## src/rtl/sram_read_sched.sv

```systemverilog
// sram_read_sched
// Round-robin scheduler that shares the single-port SRAM read controller
// among NREQ requesters. Each requester hands over a burst (base address and
// length). The scheduler splits it into single-word controller reads and
// returns each word tagged with the owner ID.
//
// Ports
//   Clk, Reset            clock, synchronous active-high reset
//   req_valid/addr/len    per-requester burst request (sliced by index)
//   req_ready             one-hot combinational accept, high in IDLE only
//   ctl_read/ctl_addr     read strobe and address to the SRAM controller
//   ctl_done/ctl_data     controller completion flag and read data
//   rd_valid/data/id/last returned word stream
//   busy                  a burst is in progress
//   timeout_err/err_id    one-cycle abort pulse and owner of the aborted burst
//
// state     | meaning
// IDLE      | arbitrate, accept one burst
// ISSUE     | one-cycle read strobe for the current word
// WAIT_DONE | wait for ctl_done, watchdog running
// WAIT_LOW  | wait for ctl_done to drop before the next word
module sram_read_sched #(
    parameter int NREQ    = 3,
    parameter int AW      = 20,
    parameter int DW      = 16,
    parameter int LENW    = 10,
    parameter int IDW     = 2,
    parameter int TIMEOUT = 64
) (
    input  logic                 Clk,
    input  logic                 Reset,
    input  logic [NREQ-1:0]      req_valid,
    input  logic [NREQ*AW-1:0]   req_addr,
    input  logic [NREQ*LENW-1:0] req_len,
    output logic [NREQ-1:0]      req_ready,
    output logic                 ctl_read,
    output logic [AW-1:0]        ctl_addr,
    input  logic                 ctl_done,
    input  logic [DW-1:0]        ctl_data,
    output logic                 rd_valid,
    output logic [DW-1:0]        rd_data,
    output logic [IDW-1:0]       rd_id,
    output logic                 rd_last,
    output logic                 busy,
    output logic                 timeout_err,
    output logic [IDW-1:0]       err_id
);

    localparam int WDW = $clog2(TIMEOUT + 1);
    localparam logic [IDW-1:0] LAST_ID = IDW'(NREQ - 1);

    typedef enum logic [1:0] {IDLE, ISSUE, WAIT_DONE, WAIT_LOW} state_t;

    state_t          state_q, state_d;
    logic [IDW-1:0]  rr_ptr_q, rr_ptr_d;
    logic [AW-1:0]   cur_addr_q, cur_addr_d;
    logic [LENW-1:0] remaining_q, remaining_d;
    logic [IDW-1:0]  cur_id_q, cur_id_d;
    logic [WDW-1:0]  wdog_q, wdog_d;
    logic            ctl_read_q, ctl_read_d;
    logic [AW-1:0]   ctl_addr_q, ctl_addr_d;
    logic            rd_valid_q, rd_valid_d;
    logic [DW-1:0]   rd_data_q, rd_data_d;
    logic [IDW-1:0]  rd_id_q, rd_id_d;
    logic            rd_last_q, rd_last_d;
    logic            busy_q, busy_d;
    logic            timeout_err_q, timeout_err_d;
    logic [IDW-1:0]  err_id_q, err_id_d;

    logic            win_found;
    int              win_idx;
    int              cand;
    logic [IDW-1:0]  win_id;
    logic [AW-1:0]   sel_addr;
    logic [LENW-1:0] sel_len;
    logic            grant;

    // Search from rr_ptr upward with wrap; first valid requester wins.
    always_comb begin
        win_found = 1'b0;
        win_idx   = 0;
        cand      = 0;
        for (int i = 0; i < NREQ; i++) begin
            cand = int'(rr_ptr_q) + i;
            if (cand >= NREQ) cand = cand - NREQ;
            for (int j = 0; j < NREQ; j++) begin
                if (!win_found && j == cand && req_valid[j]) begin
                    win_found = 1'b1;
                    win_idx   = j;
                end
            end
        end
        win_id = IDW'(win_idx);
    end

    assign grant = win_found && (state_q == IDLE) && !Reset;

    always_comb begin
        sel_addr  = '0;
        sel_len   = '0;
        req_ready = '0;
        for (int j = 0; j < NREQ; j++) begin
            if (j == win_idx) begin
                sel_addr     = req_addr[j*AW +: AW];
                sel_len      = req_len[j*LENW +: LENW];
                req_ready[j] = grant;
            end
        end
    end

    always_comb begin
        state_d       = state_q;
        rr_ptr_d      = rr_ptr_q;
        cur_addr_d    = cur_addr_q;
        remaining_d   = remaining_q;
        cur_id_d      = cur_id_q;
        wdog_d        = wdog_q;
        rd_valid_d    = 1'b0;
        rd_data_d     = rd_data_q;
        rd_id_d       = rd_id_q;
        rd_last_d     = rd_last_q;
        timeout_err_d = 1'b0;
        err_id_d      = err_id_q;

        case (state_q)
            IDLE: begin
                if (grant) begin
                    cur_addr_d  = sel_addr;
                    remaining_d = sel_len;
                    cur_id_d    = win_id;
                    rr_ptr_d    = (win_id == LAST_ID) ? '0 : win_id + IDW'(1);
                    // Zero-length bursts are consumed without touching the SRAM.
                    if (sel_len != '0) state_d = ISSUE;
                end
            end
            ISSUE: begin
                wdog_d  = '0;
                state_d = WAIT_DONE;
            end
            WAIT_DONE: begin
                wdog_d = wdog_q + WDW'(1);
                if (ctl_done) begin
                    rd_valid_d  = 1'b1;
                    rd_data_d   = ctl_data;
                    rd_id_d     = cur_id_q;
                    rd_last_d   = (remaining_q == LENW'(1));
                    remaining_d = remaining_q - LENW'(1);
                    cur_addr_d  = cur_addr_q + AW'(1);
                    state_d     = WAIT_LOW;
                end else if (wdog_q == WDW'(TIMEOUT - 1)) begin
                    timeout_err_d = 1'b1;
                    err_id_d      = cur_id_q;
                    remaining_d   = '0;
                    state_d       = IDLE;
                end
            end
            WAIT_LOW: begin
                // A done held high for several cycles must count only once.
                if (!ctl_done) state_d = (remaining_q == '0) ? IDLE : ISSUE;
            end
            default: state_d = IDLE;
        endcase

        // Strobe and address are registered so they line up with the ISSUE state.
        ctl_read_d = (state_d == ISSUE);
        ctl_addr_d = (state_d == ISSUE) ? cur_addr_d : ctl_addr_q;
        busy_d     = (state_d != IDLE);
    end

    always_ff @(posedge Clk) begin
        if (Reset) begin
            state_q       <= IDLE;
            rr_ptr_q      <= '0;
            cur_addr_q    <= '0;
            remaining_q   <= '0;
            cur_id_q      <= '0;
            wdog_q        <= '0;
            ctl_read_q    <= 1'b0;
            ctl_addr_q    <= '0;
            rd_valid_q    <= 1'b0;
            rd_data_q     <= '0;
            rd_id_q       <= '0;
            rd_last_q     <= 1'b0;
            busy_q        <= 1'b0;
            timeout_err_q <= 1'b0;
            err_id_q      <= '0;
        end else begin
            state_q       <= state_d;
            rr_ptr_q      <= rr_ptr_d;
            cur_addr_q    <= cur_addr_d;
            remaining_q   <= remaining_d;
            cur_id_q      <= cur_id_d;
            wdog_q        <= wdog_d;
            ctl_read_q    <= ctl_read_d;
            ctl_addr_q    <= ctl_addr_d;
            rd_valid_q    <= rd_valid_d;
            rd_data_q     <= rd_data_d;
            rd_id_q       <= rd_id_d;
            rd_last_q     <= rd_last_d;
            busy_q        <= busy_d;
            timeout_err_q <= timeout_err_d;
            err_id_q      <= err_id_d;
        end
    end

    assign ctl_read    = ctl_read_q;
    assign ctl_addr    = ctl_addr_q;
    assign rd_valid    = rd_valid_q;
    assign rd_data     = rd_data_q;
    assign rd_id       = rd_id_q;
    assign rd_last     = rd_last_q;
    assign busy        = busy_q;
    assign timeout_err = timeout_err_q;
    assign err_id      = err_id_q;

endmodule

```

## config.mk

```make
export PLATFORM = sky130hd
export DESIGN_NAME = sram_read_sched
export DESIGN_NICKNAME = d
export VERILOG_FILES = /design/src/rtl/sram_read_sched.sv
export SDC_FILE = /design/constraint.sdc
export NUM_CORES = 1
export LEC_CHECK = 0
export BUFFER_PORTS_ARGS = -buffer_cell sky130_fd_sc_hd__buf_2
export CAP_MARGIN = 20
export CORE_ASPECT_RATIO = 2
export CORE_UTILIZATION = 50
export DETAILED_ROUTE_END_ITERATION = 7
export GPL_TIMING_DRIVEN = 0
export HOLD_SLACK_MARGIN = 0.02
export PLACE_DENSITY = 0.8
export SLEW_MARGIN = 5
export SYNTH_ARGS = -nofsm -noshare
export SYNTH_HDL_FRONTEND = slang
export SYNTH_SLANG_ARGS = --single-unit
```

## constraint.sdc

```tcl
create_clock -name Clk -period 3.5 [get_ports Clk]
set_input_delay 0.175 -clock Clk [delete_from_list [all_inputs] [get_ports Clk]]
set_output_delay 0.175 -clock Clk [all_outputs]
set_load 0.1 [all_outputs]
```

# == Yosys cells after proc, flatten, opt, wreduce, memory -nomap -nowiden ==
# Index checks and enable logic that the tools add are counted.
# totals
reg_bits,88
input_bits,112
out_inout_bits,48
# classes
reduce_logical,44
eq_ne,17
magnitude_cmp,3
addsub,9
bitwise,2
muxes,47
# ops
operator,n
$mux 32,10
$eq 2x32->1 const A,4
$eq 3x32->1 const A,4
$logic_not 32->1,4
$mux 20,5
$mux 10,6
$pmux 20 s2,1
$add 20x1->20 const B,1
$pmux 10 s2,1
$logic_and 1x1->1,19
$mux 1,16
$pmux 7 s2,1
$mux 2,6
$eq 10x1->1 const B,1
$logic_not 10->1,1
$reduce_bool 10->1,1
$sub 10x1->10 const B,1
$logic_not 1->1,9
$pmux 2 s4,1
$sub 3x2->4 const B,2
$add 7x1->7 const B,1
$eq 7x6->1 const B,1
$eq 2x2->1 const B,3
$ge 3x2->1 const B,2
15 further kinds,21

# == Longest topological paths before layout ==
# Gate-level depths: netlist of run 1.
# depth
word_depth,46
mapped_depth,12
mapped_depth_nobuf,9

# == Worst setup path after synthesis of run 1 ==
# OpenSTA, ideal clock, no wires.
# synth_timing
path_kind,register -> register
from,register rr_ptr_q[0]
to,"register ctl_addr_q[1], in the netlist ctl_addr[1]"
slack_ns,-0.003
required_ns,3.442
t_arrival_ns,3.445
period_less_slack_ns,3.503
path_stages_with_launch,11
path_cell_list,dfxtp_1 inv_1 ha_1 nor2b_2 o31ai_2 nor2_2 clkbuf_1 nor2_1 a221oi_1 nor3_1 mux2_4
# synth_via
elab_chain_cells,46
# synth_lines
element,line,rtl
from (decl),55,"logic [IDW-1:0] rr_ptr_q, rr_ptr_d;"
from (signal assigned),189,rr_ptr_q <= rr_ptr_d;
$sub 2x2->3 or $ge 2x2->1 (tied branches),85,if (cand >= NREQ) cand = cand - NREQ;
$mux 32,85,
$logic_not 32->1,87,if (!win_found && j == cand && req_valid[j]) begin
$logic_and 1x1->1,87,
$mux 1,87,
$logic_not 1->1,87,
$logic_and 1x1->1 (2 in a row),87,
$mux 1,87,
[27 not listed],--,
$mux 32,87,
$logic_not 32->1,103,if (j == win_idx) begin
$mux 10 (3 in a row),103,
$reduce_bool 10->1,133,if (sel_len != '0) state_d = ISSUE;
$mux 2,133,
$mux 2,127,if (grant) begin
$pmux 2 s4,125,case (state_q)
$eq 2x1->1,166,ctl_addr_d = (state_d == ISSUE) ? cur_addr_d : ctl_addr_q;
to (signal assigned),195,ctl_addr_q <= ctl_addr_d;
to (decl),61,"logic [AW-1:0] ctl_addr_q, ctl_addr_d;"
# Parallel ways exist; a longest one is shown, timed or not.
# A chain may end at the register's enable or synchronous reset.

# == Worst setup path in the final report of run 1 ==
# layout_timing
from,register rr_ptr_q[0]
to,"register ctl_addr_q[5], in the netlist ctl_addr[5]"
# Same word-level chain as after synthesis.

==> results of run 1 <==
## Yosys cell counts, types with 3 or more instances
cell type	number	area (um2)
and2_1	4	25.0
nand3_1	11	55.1
o211ai_1	6	45.0
ha_1	10	125
buf_2	8	40.0
o21a_1	10	75.1
nand4_1	8	50.1
xor2_1	4	35.0
or3_1	6	37.5
xnor2_1	3	26.3
mux2_4	20	300
mux2i_1	5	50.1
o21ai_0	24	120
nand2_1	87	327
inv_1	10	37.5
a222oi_1	5	50.1
a21o_1	6	45.0
o22ai_1	7	43.8
o221a_2	5	56.3
dfxtp_1	88	1760
nor2_1	45	169
a31oi_1	12	75.1
nor3_1	14	70.1
a21oi_1	61	305
nor2b_1	24	150
a221oi_1	3	26.3
o221ai_1	5	43.8
nand2b_1	5	31.3
clkbuf_1	27	101
a211oi_1	7	52.6
and3_1	12	75.1
## flip-flops by register name (all words and copies together) (netlist names), 7 cells and up
signal and flops:
ctl_addr 20, cur_addr_q 20, rd_data 16, remaining_q 10, wdog_q 7
## cells by family after synthesis
family                   after synthesis
AND/OR/NAND/NOR                      234
AO/OA/AOI/OAI                        180
flip-flops                            88
buffers and inverters                 49
multiplexers                          26
adder cells (fa/ha/maj)               10
XOR/XNOR                               7
## worst max path at each step
stage                         to  cells after the start  slack (ps)        start
floorplan            cur_id_q[1]                      8         540  rr_ptr_q[0]
global placement    ctl_addr[10]                     11         370  rr_ptr_q[0]
detailed placement   ctl_addr[6]                     11         350  rr_ptr_q[0]
CTS                  ctl_addr[5]                     11         330  rr_ptr_q[0]
global route         ctl_addr[5]                     12          80  rr_ptr_q[0]
finish               ctl_addr[5]                     10         320  rr_ptr_q[0]
## cell type report
| class | instances | area [um2] |
|---|---|---|
| buffer | 37 | 164 |
| clock buffer | 10 | 239 |
| clock inverter | 6 | 42.5 |
| fill | 837 | 3310 |
| inverter | 12 | 45.0 |
| multi-input combinational | 457 | 2910 |
| sequential | 88 | 1760 |
| tap | 104 | 130 |
| timing repair buffer | 157 | 786 |
## layer usage
| layer | vias up | global-route usage [%] | routed length [um] |
|---|---|---|---|
| met5 | - | 0 | 0 |
| met4 | 0 | 20.5 | 812 |
| met3 | 57 | 4.05 | 865 |
| met2 | 259 | 59.0 | 8360 |
| met1 | 2421 | 29.9 | 5240 |
| li1 | 2500 | - | - |
## stage by stage
stage	hold slack, ps	util [%]
2_1_floorplan	311	-
4_1_cts	60.0	64.7
3_5_place_dp	419	61.7
5_1_grt	73.8	64.7
6_report	69.2	64.7
3_3_place_gp	418	61.7
## worst max-delay path, cell delays in order (launching register included)
cell and delay [ps]:
dfxtp_1 350, inv_1 60, ha_1 350, nor2b_2 210, o21a_1 250, nor2_1 500
o221a_2 360, nor4_4 80, a31oi_1 340, buf_6 250, mux2_4 310
## report_power, final
part / switching [W] / internal [W] / total [W]
Sequential: 0.000204 / 0.00125 / 0.00145
Clock: 0.000402 / 0.000501 / 0.000903
Combinational: 0.00199 / 0.000913 / 0.00290
==> results.yml, run 1 <==
critical_path:
  cp.required_ps: 3730
  reg2reg_from: "rr_ptr_q[0]"
  r2r-end: "ctl_addr[5]"
  r2r_slack_ps: 320
  r2r_cells: 10
  path_max_fanout: 10
  setup.worst_path.class: "flip-flop to flip-flop"
  start_kind: "flip-flop"
  cp.arrival_ps: 3410
  worst_setup_path_end_kind: "flip-flop"
clocking:
  cts_hold_buf: 0
  numCtsBuffers: 9
  cts.clk_slew.worst_paths_ps: 60
  cts_setup_buffers: 0
  root_buffer: "clkbuf_16"
  cts.sinks: 88
  cts_tree: "yes"
  clockBufferDepth: 2
  cts_resized: 0
  insertion_delay_ps: 340
  htreeDepth: 3
placed_design:
  dp_slack_ps: 354
  gp_congestion: 1.01
  dpl.cell_count: 855
  placed_area_um2: 5790
  port_buffers: 157
  hpwl_um: 12000
routing:
  finalWirelength_um: 15300
  first_pass_iters: 6
  drt_iter0_drc: 408
  post-route-drc-count: 0
  wl_per_cell_um: 17.5
  final_antenna_net_count: 0
  vias: 5237
  viasPerCell: 6.01
worst_hold_path:
  holdPathEnd: "rd_data[10]"
  min_path_type: "input port to flip-flop"
  holdCritStartpoint: "ctl_data[10]"
  min_path_cells: 3
run_status:
  status: "finished clean"
logic_synthesis:
  synth_cell_types: 69
  synth-simple-area-share_pct: 23.7
  syn-num-nets: 716
  muxShareOfSynthArea_pct: 7.42
  synth_flop_cell: "dfxtp_1"
  synth_xor_xnor_area_share_pct: 1.26
  synthCells: 594
  ys_ff_latch: 88
  ys_warn_count: 0
  seq_area_frac_synth_pct: 36.1
  synth-adder-area-share_pct: 2.57
  synthArstFlopShare_pct: 0
  syn-cell-area_um2: 4870
  synth-edff-count: 0
  synth_compound_area_share_pct: 24.6
  synth_area_per_cell_um2: 8.21
  synth_top_family_by_area: "compound AO/OA/AOI/OAI gates"
sta:
  fin_crit_sh_pct: 90.8
  tightestPinTransition_ps: 660
  achievable-frequency_mhz: 315
  fin_crit_ps: 3180
  setup_viol: 0
  maxSlewViolCount: 0
  fin_skew_ps: 7.49
  rsz0062_at_grt: "false"
  tns_ps: 0
  hold_viol: 0
  setup_ws_ps: 321
  max_slew_margin_pct: 56.0
global_routing:
  grt_max_degree: 16
  antenna_found_initial: 0
  gr-total-overflow: 0
  grt.total_usage_pct: 31.0
  grt_pass1_wl_um: 24300
  first_global_vias: 5150
final_layout:
  finalNonFillerCells: 871
  drive_gt1_share_pct: 28.6
  stdcell_area_um2: 6070
  layout_commonest_cell: "buf_2"
  final_cell_mix: "buf_2, dfxtp_1, nand2_1"
  fin_nets: 884
  synthToLayoutAreaGrowth_pct: 24.6
  diodes: 0
floorplan:
  rows: 50
  die_area_um2: 10200
  fp.dieH_um: 142
  die_w_um: 71.8
  start_util_pct: 51.9
  ios: 160
  coreArea_um2: 9380
pwr:
  total_power_w: 0.00526
  ir_drop_v: 0.000516
  power.leakage_nw: 2.69
  power_per_cell_area_nw_per_um2: 866
job:
  maxCapViolCount: 0
Power figures use the tool's default switching activity.
==> inputs of run 2 (changes only) <==
PLACE_DENSITY = 0.78   (was 0.8)
==> run 2 against run 1 <==
Effect of this change:
- fmax fell by 1.5%
- cell area up 0.74%
- sequential share of layout area fell by 0.21 points
- total power grew 3.3%
- via count barely moved
- routed wire length grew 1.5%
- global-route usage grew 0.15 points
- die area did not move
- critical path type unchanged
- largest power group unchanged
- highest routed layer unchanged
==> results.yml, run 2 (synthesis results as in run 1) <==
pwr:
  power_per_cell_area_nw_per_um2: 888
  total_power_w: 0.00543
  ir_drop_v: 0.000611
  power.leakage_nw: 2.72
floorplan:
  fp.dieH_um: 142
  die_area_um2: 10200
  rows: 50
  start_util_pct: 51.9
  die_w_um: 71.8
  coreArea_um2: 9380
  ios: 160
routing:
  final_antenna_net_count: 0
  vias: 5239
  viasPerCell: 6.01
  first_pass_iters: 5
  post-route-drc-count: 0
  wl_per_cell_um: 17.8
  finalWirelength_um: 15500
  drt_iter0_drc: 412
worst_hold_path:
  holdPathEnd: "rd_data[4]"
  min_path_type: "input port to flip-flop"
  holdCritStartpoint: "ctl_data[4]"
  min_path_cells: 3
critical_path:
  path_max_fanout: 10
  cp.required_ps: 3730
  r2r_slack_ps: 270
  start_kind: "flip-flop"
  path_delay_family: "compound AO/OA/AOI/OAI gates"
  cp_slowest_cell: "a222oi_1"
  timing.critical_path.buf_inv: 3
  cp.arrival_ps: 3460
  r2r-end: "ctl_addr[12]"
  setup.worst_path.class: "flip-flop to flip-flop"
  crit_chain: "inv_1, ha_1, nor2b_2, o21a_1, nand2b_1, buf_2, a222oi_1, nor3b_2, a31oi_1, buf_6, mux2_4"
  worst_setup_path_end_kind: "flip-flop"
  r2r_cells: 11
  slowest_delay_ps: 410
  reg2reg_from: "rr_ptr_q[0]"
clocking:
  cts.sinks: 88
  cts_resized: 0
  insertion_delay_ps: 350
  cts_tree: "yes"
  cts_hold_buf: 0
  cts_setup_buffers: 0
  htreeDepth: 3
  numCtsBuffers: 9
  root_buffer: "clkbuf_16"
  clockBufferDepth: 2
  cts.clk_slew.worst_paths_ps: 70
sta:
  setup_viol: 0
  tightestPinTransition_ps: 704
  achievable-frequency_mhz: 310
  fin_crit_sh_pct: 92.3
  maxSlewViolCount: 0
  fin_crit_ps: 3230
  max_slew_margin_pct: 52.6
  fin_skew_ps: 10.9
  tns_ps: 0
  rsz0062_at_grt: "false"
  hold_viol: 0
  setup_ws_ps: 271
placed_design:
  dp_slack_ps: 316
  hpwl_um: 12000
  dpl.cell_count: 855
  gp_congestion: 0.965
  port_buffers: 157
job:
  maxCapViolCount: 0
global_routing:
  grt.total_usage_pct: 31.2
  antenna_found_initial: 0
  grt_pass1_wl_um: 24500
  first_global_vias: 5263
  grt_max_degree: 17
  gr-total-overflow: 0
final_layout:
  final_cell_mix: "buf_2, dfxtp_1, nand2_1"
  finalNonFillerCells: 871
  fin_nets: 884
  layout_commonest_cell: "buf_2"
  diodes: 0
  synthToLayoutAreaGrowth_pct: 25.5
  drive_gt1_share_pct: 28.6
run_status:
  status: "finished clean"
run 2: worst reg2reg max path: stages, from the launching register on:
cell,delay (ps)
dfxtp_1,370
inv_1,60
ha_1,350
nor2b_2,210
o21a_1,250
nand2b_1,160
buf_2,190
a222oi_1,410
nor3b_2,370
a31oi_1,210
buf_6,220
mux2_4,320
run 2: power breakdown:
part           switching, W  internal, W  total, W
Clock              0.000432     0.000634   0.00107
Sequential         0.000208      0.00125   0.00146
Combinational       0.00200     0.000913   0.00291
run 2: through the flow:
stage                     instance area, um2  hold WS [ps]  utilization, %
after floorplan                         4880           311               -
after global placement                  5790           416            61.7
after detailed placement                5790           420            61.7
after CTS                               6120          52.5            65.2
after global routing                    6120          73.1            65.2
final                                   6120          57.6            65.2
run 2: final cells by class:
| cell class | count | area, um2 |
|---|---|---|
| plain buffers | 37 | 164 |
| clock buffers | 9 | 225 |
| clock inverters | 7 | 101 |
| fillers | 803 | 3260 |
| inverters | 12 | 45.0 |
| multi-input cells | 457 | 2910 |
| flip-flops and latches | 88 | 1760 |
| well taps | 104 | 130 |
| repair buffers | 157 | 786 |
run 2: per-layer routing:
metal | routed length (um) | up-vias | global-route usage [%]
li1 | - | 2494 | -
met1 | 5500 | 2423 | 29.3
met2 | 8250 | 266 | 59.2
met3 | 884 | 56 | 4.69
met4 | 867 | 0 | 21.9
met5 | 0 | - | 0
run 2: worst max path at each step:
stage | slack [ps] | from | cells past startpoint | to
floorplan | 540 | rr_ptr_q[0] | 8 | cur_id_q[1]
global placement | 380 | rr_ptr_q[0] | 10 | ctl_addr[9]
detailed placement | 320 | rr_ptr_q[0] | 11 | ctl_addr[7]
CTS | 300 | rr_ptr_q[0] | 11 | ctl_addr[7]
global route | 100 | rr_ptr_q[0] | 11 | ctl_addr[7]
finish | 270 | rr_ptr_q[0] | 11 | ctl_addr[12]
